==> config.mk <==
export PLATFORM = sky130hd
export DESIGN_NAME = mc_ctrl_fsm
export DESIGN_NICKNAME = d
export VERILOG_FILES = /design/src/rtl/mc_ctrl_pkg.sv /design/src/rtl/mc_ctrl_outdec.sv /design/src/rtl/mc_ctrl_fsm.sv
export SDC_FILE = /design/constraint.sdc
export NUM_CORES = 1
export LEC_CHECK = 0
export ABC_AREA = 1
export ABC_CLOCK_PERIOD_IN_PS = 3100
export CELL_PAD_IN_SITES_DETAIL_PLACEMENT = 1
export CELL_PAD_IN_SITES_GLOBAL_PLACEMENT = 1
export CORE_UTILIZATION = 25
export DETAILED_ROUTE_END_ITERATION = 8
export GPL_ROUTABILITY_DRIVEN = 0
export PLACE_DENSITY = 0.86
export REMOVE_ABC_BUFFERS = 1
export SYNTH_ARGS = -nofsm -noshare
export SYNTH_HDL_FRONTEND = slang
export SYNTH_SLANG_ARGS = --single-unit
==> constraint.sdc <==
create_clock -name clk -period 3.1 [get_ports clk]
set_input_delay 0.465 -clock clk [delete_from_list [all_inputs] [get_ports clk]]
set_output_delay 0.465 -clock clk [all_outputs]
set_load 0.01 [all_outputs]
==> src/rtl/mc_ctrl_pkg.sv <==
// Shared types and encodings for the multicycle MIPS control FSM.
// The control word struct is the interface between the output decoder and the FSM top.
package mc_ctrl_pkg;

   typedef enum logic [3:0] {
      FETCH   = 4'd0,
      DECODE  = 4'd1,
      MEMADR  = 4'd2,
      MEMRD   = 4'd3,
      MEMWB   = 4'd4,
      MEMWR   = 4'd5,
      EXECUTE = 4'd6,
      ALUWB   = 4'd7,
      BRANCH  = 4'd8,
      IEXEC   = 4'd9,
      IWB     = 4'd10,
      JUMP    = 4'd11,
      JR      = 4'd12
   } state_t;

   localparam logic [5:0] OP_R    = 6'b000000;
   localparam logic [5:0] OP_LW   = 6'b100011;
   localparam logic [5:0] OP_SW   = 6'b101011;
   localparam logic [5:0] OP_LB   = 6'b100000;
   localparam logic [5:0] OP_LBU  = 6'b100100;
   localparam logic [5:0] OP_SB   = 6'b101000;
   localparam logic [5:0] OP_BEQ  = 6'b000100;
   localparam logic [5:0] OP_BNE  = 6'b000101;
   localparam logic [5:0] OP_ADDI = 6'b001000;
   localparam logic [5:0] OP_ANDI = 6'b001100;
   localparam logic [5:0] OP_ORI  = 6'b001101;
   localparam logic [5:0] OP_J    = 6'b000010;
   localparam logic [5:0] OP_JAL  = 6'b000011;

   localparam logic [5:0] FUNCT_JR = 6'b001000;

   localparam logic [3:0] ALU_ADD   = 4'b0000;
   localparam logic [3:0] ALU_SUB   = 4'b0001;
   localparam logic [3:0] ALU_FUNCT = 4'b0010;
   localparam logic [3:0] ALU_AND   = 4'b0011;
   localparam logic [3:0] ALU_OR    = 4'b0100;

   localparam logic [1:0] PC_ALU    = 2'b00;
   localparam logic [1:0] PC_ALUOUT = 2'b01;
   localparam logic [1:0] PC_JUMP   = 2'b10;
   localparam logic [1:0] PC_JR     = 2'b11;

   localparam logic [1:0] SRCB_B      = 2'b00;
   localparam logic [1:0] SRCB_FOUR   = 2'b01;
   localparam logic [1:0] SRCB_IMM    = 2'b10;
   localparam logic [1:0] SRCB_IMM_SH = 2'b11;

   typedef struct packed {
      logic       pcwrite;
      logic       branch;
      logic       ne;
      logic       iord;
      logic       irwrite;
      logic       memread;
      logic       memwrite;
      logic       memtoreg;
      logic       regdst;
      logic       regwrite;
      logic       link;
      logic       alusrca;
      logic [1:0] alusrcb;
      logic       zext;
      logic [1:0] pcsrc;
      logic [3:0] aluop;
      logic       lbu;
      logic       bytesel;
      logic       instr_done;
      logic       illegal;
   } ctrl_t;

   function automatic logic is_load(input logic [5:0] op);
      return (op == OP_LW) || (op == OP_LB) || (op == OP_LBU);
   endfunction

   function automatic logic is_store(input logic [5:0] op);
      return (op == OP_SW) || (op == OP_SB);
   endfunction

endpackage

==> src/rtl/mc_ctrl_outdec.sv <==
// Combinational decode of the current state and opcode into the control word.
// Only FETCH and MEMWR look at mem_ready, so a stalled access never commits.
module mc_ctrl_outdec
   import mc_ctrl_pkg::*;
(
   input  state_t     state,
   input  logic [5:0] op,
   input  logic       mem_ready,
   output ctrl_t      ctrl
);

   logic legal_op;

   assign legal_op = is_load(op) || is_store(op) || (op == OP_R) ||
                     (op == OP_BEQ) || (op == OP_BNE) || (op == OP_ADDI) ||
                     (op == OP_ANDI) || (op == OP_ORI) || (op == OP_J) ||
                     (op == OP_JAL);

   always_comb begin
      ctrl = '0;
      case (state)
         FETCH: begin
            ctrl.memread = 1'b1;
            ctrl.alusrcb = SRCB_FOUR;
            ctrl.irwrite = mem_ready;
            ctrl.pcwrite = mem_ready;
         end
         DECODE: begin
            ctrl.alusrcb = SRCB_IMM_SH;
            ctrl.illegal = !legal_op;
         end
         MEMADR: begin
            ctrl.alusrca = 1'b1;
            ctrl.alusrcb = SRCB_IMM;
         end
         MEMRD: begin
            ctrl.iord    = 1'b1;
            ctrl.memread = 1'b1;
            ctrl.bytesel = (op == OP_LB) || (op == OP_LBU);
            ctrl.lbu     = (op == OP_LBU);
         end
         MEMWB: begin
            ctrl.regwrite   = 1'b1;
            ctrl.memtoreg   = 1'b1;
            ctrl.bytesel    = (op == OP_LB) || (op == OP_LBU);
            ctrl.lbu        = (op == OP_LBU);
            ctrl.instr_done = 1'b1;
         end
         MEMWR: begin
            ctrl.iord       = 1'b1;
            ctrl.memwrite   = 1'b1;
            ctrl.bytesel    = (op == OP_SB);
            ctrl.instr_done = mem_ready;
         end
         EXECUTE: begin
            ctrl.alusrca = 1'b1;
            ctrl.alusrcb = SRCB_B;
            ctrl.aluop   = ALU_FUNCT;
         end
         ALUWB: begin
            ctrl.regwrite   = 1'b1;
            ctrl.regdst     = 1'b1;
            ctrl.instr_done = 1'b1;
         end
         BRANCH: begin
            ctrl.alusrca    = 1'b1;
            ctrl.alusrcb    = SRCB_B;
            ctrl.aluop      = ALU_SUB;
            ctrl.pcsrc      = PC_ALUOUT;
            ctrl.branch     = 1'b1;
            ctrl.ne         = (op == OP_BNE);
            ctrl.instr_done = 1'b1;
         end
         IEXEC: begin
            ctrl.alusrca = 1'b1;
            ctrl.alusrcb = SRCB_IMM;
            if (op == OP_ANDI) begin
               ctrl.aluop = ALU_AND;
               ctrl.zext  = 1'b1;
            end else if (op == OP_ORI) begin
               ctrl.aluop = ALU_OR;
               ctrl.zext  = 1'b1;
            end
         end
         IWB: begin
            ctrl.regwrite   = 1'b1;
            ctrl.zext       = (op == OP_ANDI) || (op == OP_ORI);
            ctrl.instr_done = 1'b1;
         end
         JUMP: begin
            // PC was already advanced in FETCH, so it is the link value for jal
            ctrl.pcsrc      = PC_JUMP;
            ctrl.pcwrite    = 1'b1;
            ctrl.regwrite   = (op == OP_JAL);
            ctrl.link       = (op == OP_JAL);
            ctrl.instr_done = 1'b1;
         end
         JR: begin
            ctrl.pcsrc      = PC_JR;
            ctrl.pcwrite    = 1'b1;
            ctrl.instr_done = 1'b1;
         end
         default: ctrl = '0;
      endcase
   end

endmodule

==> src/rtl/mc_ctrl_fsm.sv <==
// Multicycle MIPS control FSM: state register, next-state logic and pcen gate.
// Outputs come straight from the decoder, so an async clear shows FETCH values at once.
module mc_ctrl_fsm
   import mc_ctrl_pkg::*;
#(
   parameter int unsigned RA_REG = 31
) (
   input  logic       clk,
   input  logic       reset_n,
   input  logic [5:0] op,
   input  logic [5:0] funct,
   input  logic       zero,
   input  logic       mem_ready,
   output logic       pcen,
   output logic       iord,
   output logic       irwrite,
   output logic       memread,
   output logic       memwrite,
   output logic       memtoreg,
   output logic       regdst,
   output logic       regwrite,
   output logic       link,
   output logic [4:0] link_reg,
   output logic       alusrca,
   output logic [1:0] alusrcb,
   output logic       zext,
   output logic [1:0] pcsrc,
   output logic [3:0] aluop,
   output logic       lbu,
   output logic       bytesel,
   output logic       instr_done,
   output logic       illegal
);

   state_t state_reg;
   ctrl_t  ctrl;

   always_ff @(posedge clk or negedge reset_n) begin
      if (!reset_n) begin
         state_reg <= FETCH;
      end else begin
         case (state_reg)
            FETCH:   if (mem_ready) state_reg <= DECODE;
            DECODE: begin
               if (is_load(op) || is_store(op))               state_reg <= MEMADR;
               else if (op == OP_R)                           state_reg <= (funct == FUNCT_JR) ? JR : EXECUTE;
               else if ((op == OP_BEQ) || (op == OP_BNE))     state_reg <= BRANCH;
               else if ((op == OP_ADDI) || (op == OP_ANDI) ||
                        (op == OP_ORI))                       state_reg <= IEXEC;
               else if ((op == OP_J) || (op == OP_JAL))       state_reg <= JUMP;
               else                                           state_reg <= FETCH;
            end
            MEMADR:  state_reg <= is_load(op) ? MEMRD : MEMWR;
            MEMRD:   if (mem_ready) state_reg <= MEMWB;
            MEMWR:   if (mem_ready) state_reg <= FETCH;
            EXECUTE: state_reg <= ALUWB;
            IEXEC:   state_reg <= IWB;
            default: state_reg <= FETCH;
         endcase
      end
   end

   mc_ctrl_outdec u_outdec (
      .state     (state_reg),
      .op        (op),
      .mem_ready (mem_ready),
      .ctrl      (ctrl)
   );

   assign pcen       = ctrl.pcwrite | (ctrl.branch & (zero ^ ctrl.ne));
   assign iord       = ctrl.iord;
   assign irwrite    = ctrl.irwrite;
   assign memread    = ctrl.memread;
   assign memwrite   = ctrl.memwrite;
   assign memtoreg   = ctrl.memtoreg;
   assign regdst     = ctrl.regdst;
   assign regwrite   = ctrl.regwrite;
   assign link       = ctrl.link;
   assign link_reg   = 5'(RA_REG);
   assign alusrca    = ctrl.alusrca;
   assign alusrcb    = ctrl.alusrcb;
   assign zext       = ctrl.zext;
   assign pcsrc      = ctrl.pcsrc;
   assign aluop      = ctrl.aluop;
   assign lbu        = ctrl.lbu;
   assign bytesel    = ctrl.bytesel;
   assign instr_done = ctrl.instr_done;
   assign illegal    = ctrl.illegal;

endmodule
==> summary.md <==
| Metric | Value |
|---|---|
| Final routed DRC violation total | `3` |
| WL final | `about 2.5 mm` |
| Via count of the first global-routing pass | `just over 1000` |
| Count of inserted antenna diode cells | `0` |
| LEAKAGE | `~0.6 nW` |
| Area of all sequential standard cells | `between 100 and 150 µm²` |
| Achievable frequency | `between 300 and 400 MHz` |
| Cells taking the most area after synthesis | `nand2_1 17%, dfrtp_1 13%, nand3_1 12%, nor2_1 11%, inv_1 6.9%` |
| Register-to-register setup slack | `1670 ps` |
| Failing checks | `DRC` |
| CTS tree | `built` |
| Worst min-delay path category | `in2async` |
| Busiest grt layer | `met2` |
| Largest net degree at the start of global routing | `9` |
| Max VDD drop | `about 300 µV` |
| Post-Syn Area | `between 700 and 800 µm²` |
| Vertical die dimension | `around 57 µm` |
| Clock latency reported for the late side of the worst-skew pair | `about 230 ps` |
| Port-buffer cells | `37` |
| Flip-flop count of the largest register, all copies and words added | `4` |
| Unrepaired setup endpoints after global routing | `false` |
| Warnings from Yosys | `0` |
| Final cell area excluding filler cells | `around 1200 µm²` |
| Layout Nets | `199` |
| Period utilisation layout | `0.8672` |
| Final-report setup violation count | `0` |
| Worst Setup End Kind | `output port` |
| Initial standard-cell utilization of the core | `0.2689` |
| Maximum capacitance violations | `0` |
| Cells after synthesis | `between 100 and 150` |
| Switching portion of total power | `0.4921` |
| I/O pin count | `44` |
| Register area share after synthesis | `0.1316` |
| # hold bufs at CTS | `0` |
| Die span in x | `approximately 57 µm` |
| Critical path arrival | `around 2200 ps` |
| Routed wire per std cell | `12.00 µm` |
| Crit path required time | `about 2600 ps` |
| Global routing usage summed across all routing layers | `0.1685` |
| GR Layer Usage met3 | `0.02268` |
| Number of slew-limit violations in the final report | `0` |
| Num rows | `19` |
| Sum of negative setup slack | `0 ps` |
| Area grow syn2layout | `52.80%` |
| Tmin final | `around 2700 ps` |
| Fraction of final layout cells with drive strength greater than 1 | `0.1547` |
| Power density of the placed cells | `580.6 nW/µm²` |
| GR Util met2 | `0.3277` |
| Buffer type at the clock tree root | `clkbuf_4` |
| Proportion of power drawn by flip-flops and latches | `0.165` |
| Leading area contributor after synthesis | `nand2_1` |
| Cell internal power dissipation | `roughly 340 µW` |
| Reg2Reg Depth | `6` |
| Share of power burned in combinational logic | `0.741` |
| Floorplan die area | `roughly 3300 µm²` |
| Reg2Reg Capture Point | `state_reg[0]` |
| Cell Count Post-Placement | `~210` |
| Count of unique library cells instantiated by Yosys | `23` |
| Clock network power share | `0.094` |
| Total number of H-tree levels | `1` |
| Classification of the worst setup path | `in2out` |
| Number of clock buffers inserted by TritonCTS | `3` |
| Outcome | `finished with violations` |
| Area taken by multi-input logic gates | `about 530 µm²` |
| Setup skew after layout | `0.5990 ps` |
| Cell area after placement | `approximately 1100 µm²` |
| Initial antenna violation count | `0` |
| Drt pass-1 iters | `6` |
| Fraction of met1 tracks used by global routing | `0.1997` |
| GRT Residual Overflow | `0` |
| DR vias/cell | `approximately 4.7` |
| Post-route core utilization | `0.4109` |
| FILL cells | `390` |
| Area inside the core boundary | `around 2800 µm²` |
| First-pass GRT wire length | `between 4 and 5 mm` |
| Number of setup buffers added after CTS | `0` |
| Reg-to-Reg Start | `state_reg[1]` |
| HPWL reported at the end of detailed placement | `between 2 and 2.5 mm` |
| Biggest fanout along the worst timing path | `6` |
| Non-filler cells, final | `about 210` |
| Clock edge transition at the registers on the reported setup and hold paths | `~40 ps` |
| Portion of synthesized cell area occupied by the leading cell type | `0.1727` |
| Net Switching | `~330 µW` |
| Total number of vias | `about 1000` |
| Num Clock Sinks | `4` |
| Post-detailed-route count of antenna-violating nets | `0` |
| Worst Setup Start Kind | `input pin` |
| Final hold violation count | `0` |
| Post-synthesis average cell area | `between 5 and 6 µm²` |
| Number of gates resized after CTS | `0` |
| Number of synthesized register bits | `4` |
| Maximum buffer depth of the clock tree | `2` |
| First DRT Iteration DRCs | `20` |
-- synth_stat cells, drive strengths merged --
cell type	n
a21oi	2
o22ai	1
xnor2	1
conb	2
inv	25
nand3	18
dfrtp	4
nor3	4
o21ai	7
nor2	29
nand4	1
o31ai	1
o21bai	1
nand2	40
buf	6
clkinv	1
-- stage by stage --
step / hold WS (ps) / total power, mW / setup WS, ps
2_1_floorplan: 169.4 / 0.3778 / 1471
3_3_place_gp: 656.9 / 0.6011 / 446.6
3_5_place_dp: 682.4 / 0.6187 / 407.7
4_1_cts: 433.7 / 0.6868 / 393.0
5_1_grt: 432.5 / 0.7414 / 243.0
6_report: 433.6 / 0.6748 / 411.8
-- how the worst max path moves through the flow --
| stage | startpoint | to | slack, ps | cells after the start |
|---|---|---|---|---|
| 2_1_floorplan | state_reg[1] | pcen | 1470 | 5 |
| 3_3_place_gp | op[3] | regwrite | 450 | 5 |
| 3_5_place_dp | op[3] | regwrite | 410 | 5 |
| 4_1_cts | op[1] | illegal | 390 | 8 |
| 5_1_grt | op[3] | regwrite | 240 | 5 |
| 6_report | op[1] | bytesel | 410 | 6 |
-- layout by cell type (no fill, tap or decap) --
cell	synthesis	layout
clkinv_1	1	1
nand2_2	5	5
inv_2	11	11
o21ai_1	3	3
nand3_1	18	18
nand4_1	1	1
o21ai_0	3	3
clkdlybuf4s50_1	0	37
conb_1	2	6
xnor2_1	1	1
o31ai_1	1	1
o21bai_1	1	1
nor3_4	1	1
nor2_2	4	4
nor2_1	22	22
o21ai_2	1	1
o22ai_1	1	1
inv_1	14	14
clkbuf_4	0	3
a21oi_1	2	2
nand2_1	35	35
dfrtp_1	4	4
nor3_1	3	3
nor2_4	3	3
-- power by group through the flow --
stage                     Sequential, mW  Clock, mW  Combinational, mW
after floorplan                    0.102          0              0.275
final                              0.111     0.0636              0.500
after global placement             0.109          0              0.492
after detailed placement           0.112          0              0.506
after global routing               0.116     0.0730              0.552
after CTS                          0.112     0.0665              0.508
-- worst max-delay path: stages --
cell             delay, ps
clkdlybuf4s50_1        510
nor2_2                 250
nand3_1                150
o21bai_1               200
o21ai_1                100
clkdlybuf4s50_1        550
-- area by class of cell --
cell class,count,area share
multi-input combinational,111,0.4586
timing repair buffer,37,0.3186
sequential,4,0.08611
inverter,26,0.08396
tap,31,0.03337
clock buffer,3,0.01938
-- layer usage --
layer,vias up,part of all wire
li1,508,-
met1,446,0.43
met2,35,0.52
met3,0,0.052
met4,0,0
met5,-,0
-- cells by family after synthesis --
group	count (synthesis)	synth area share
simple gates	92	0.5674
buf+inv	32	0.1875
compound gates	12	0.09211
flops	4	0.1316
other cells	2	0.009872
xor+xnor	1	0.01152
Power figures use the tool's default switching activity.
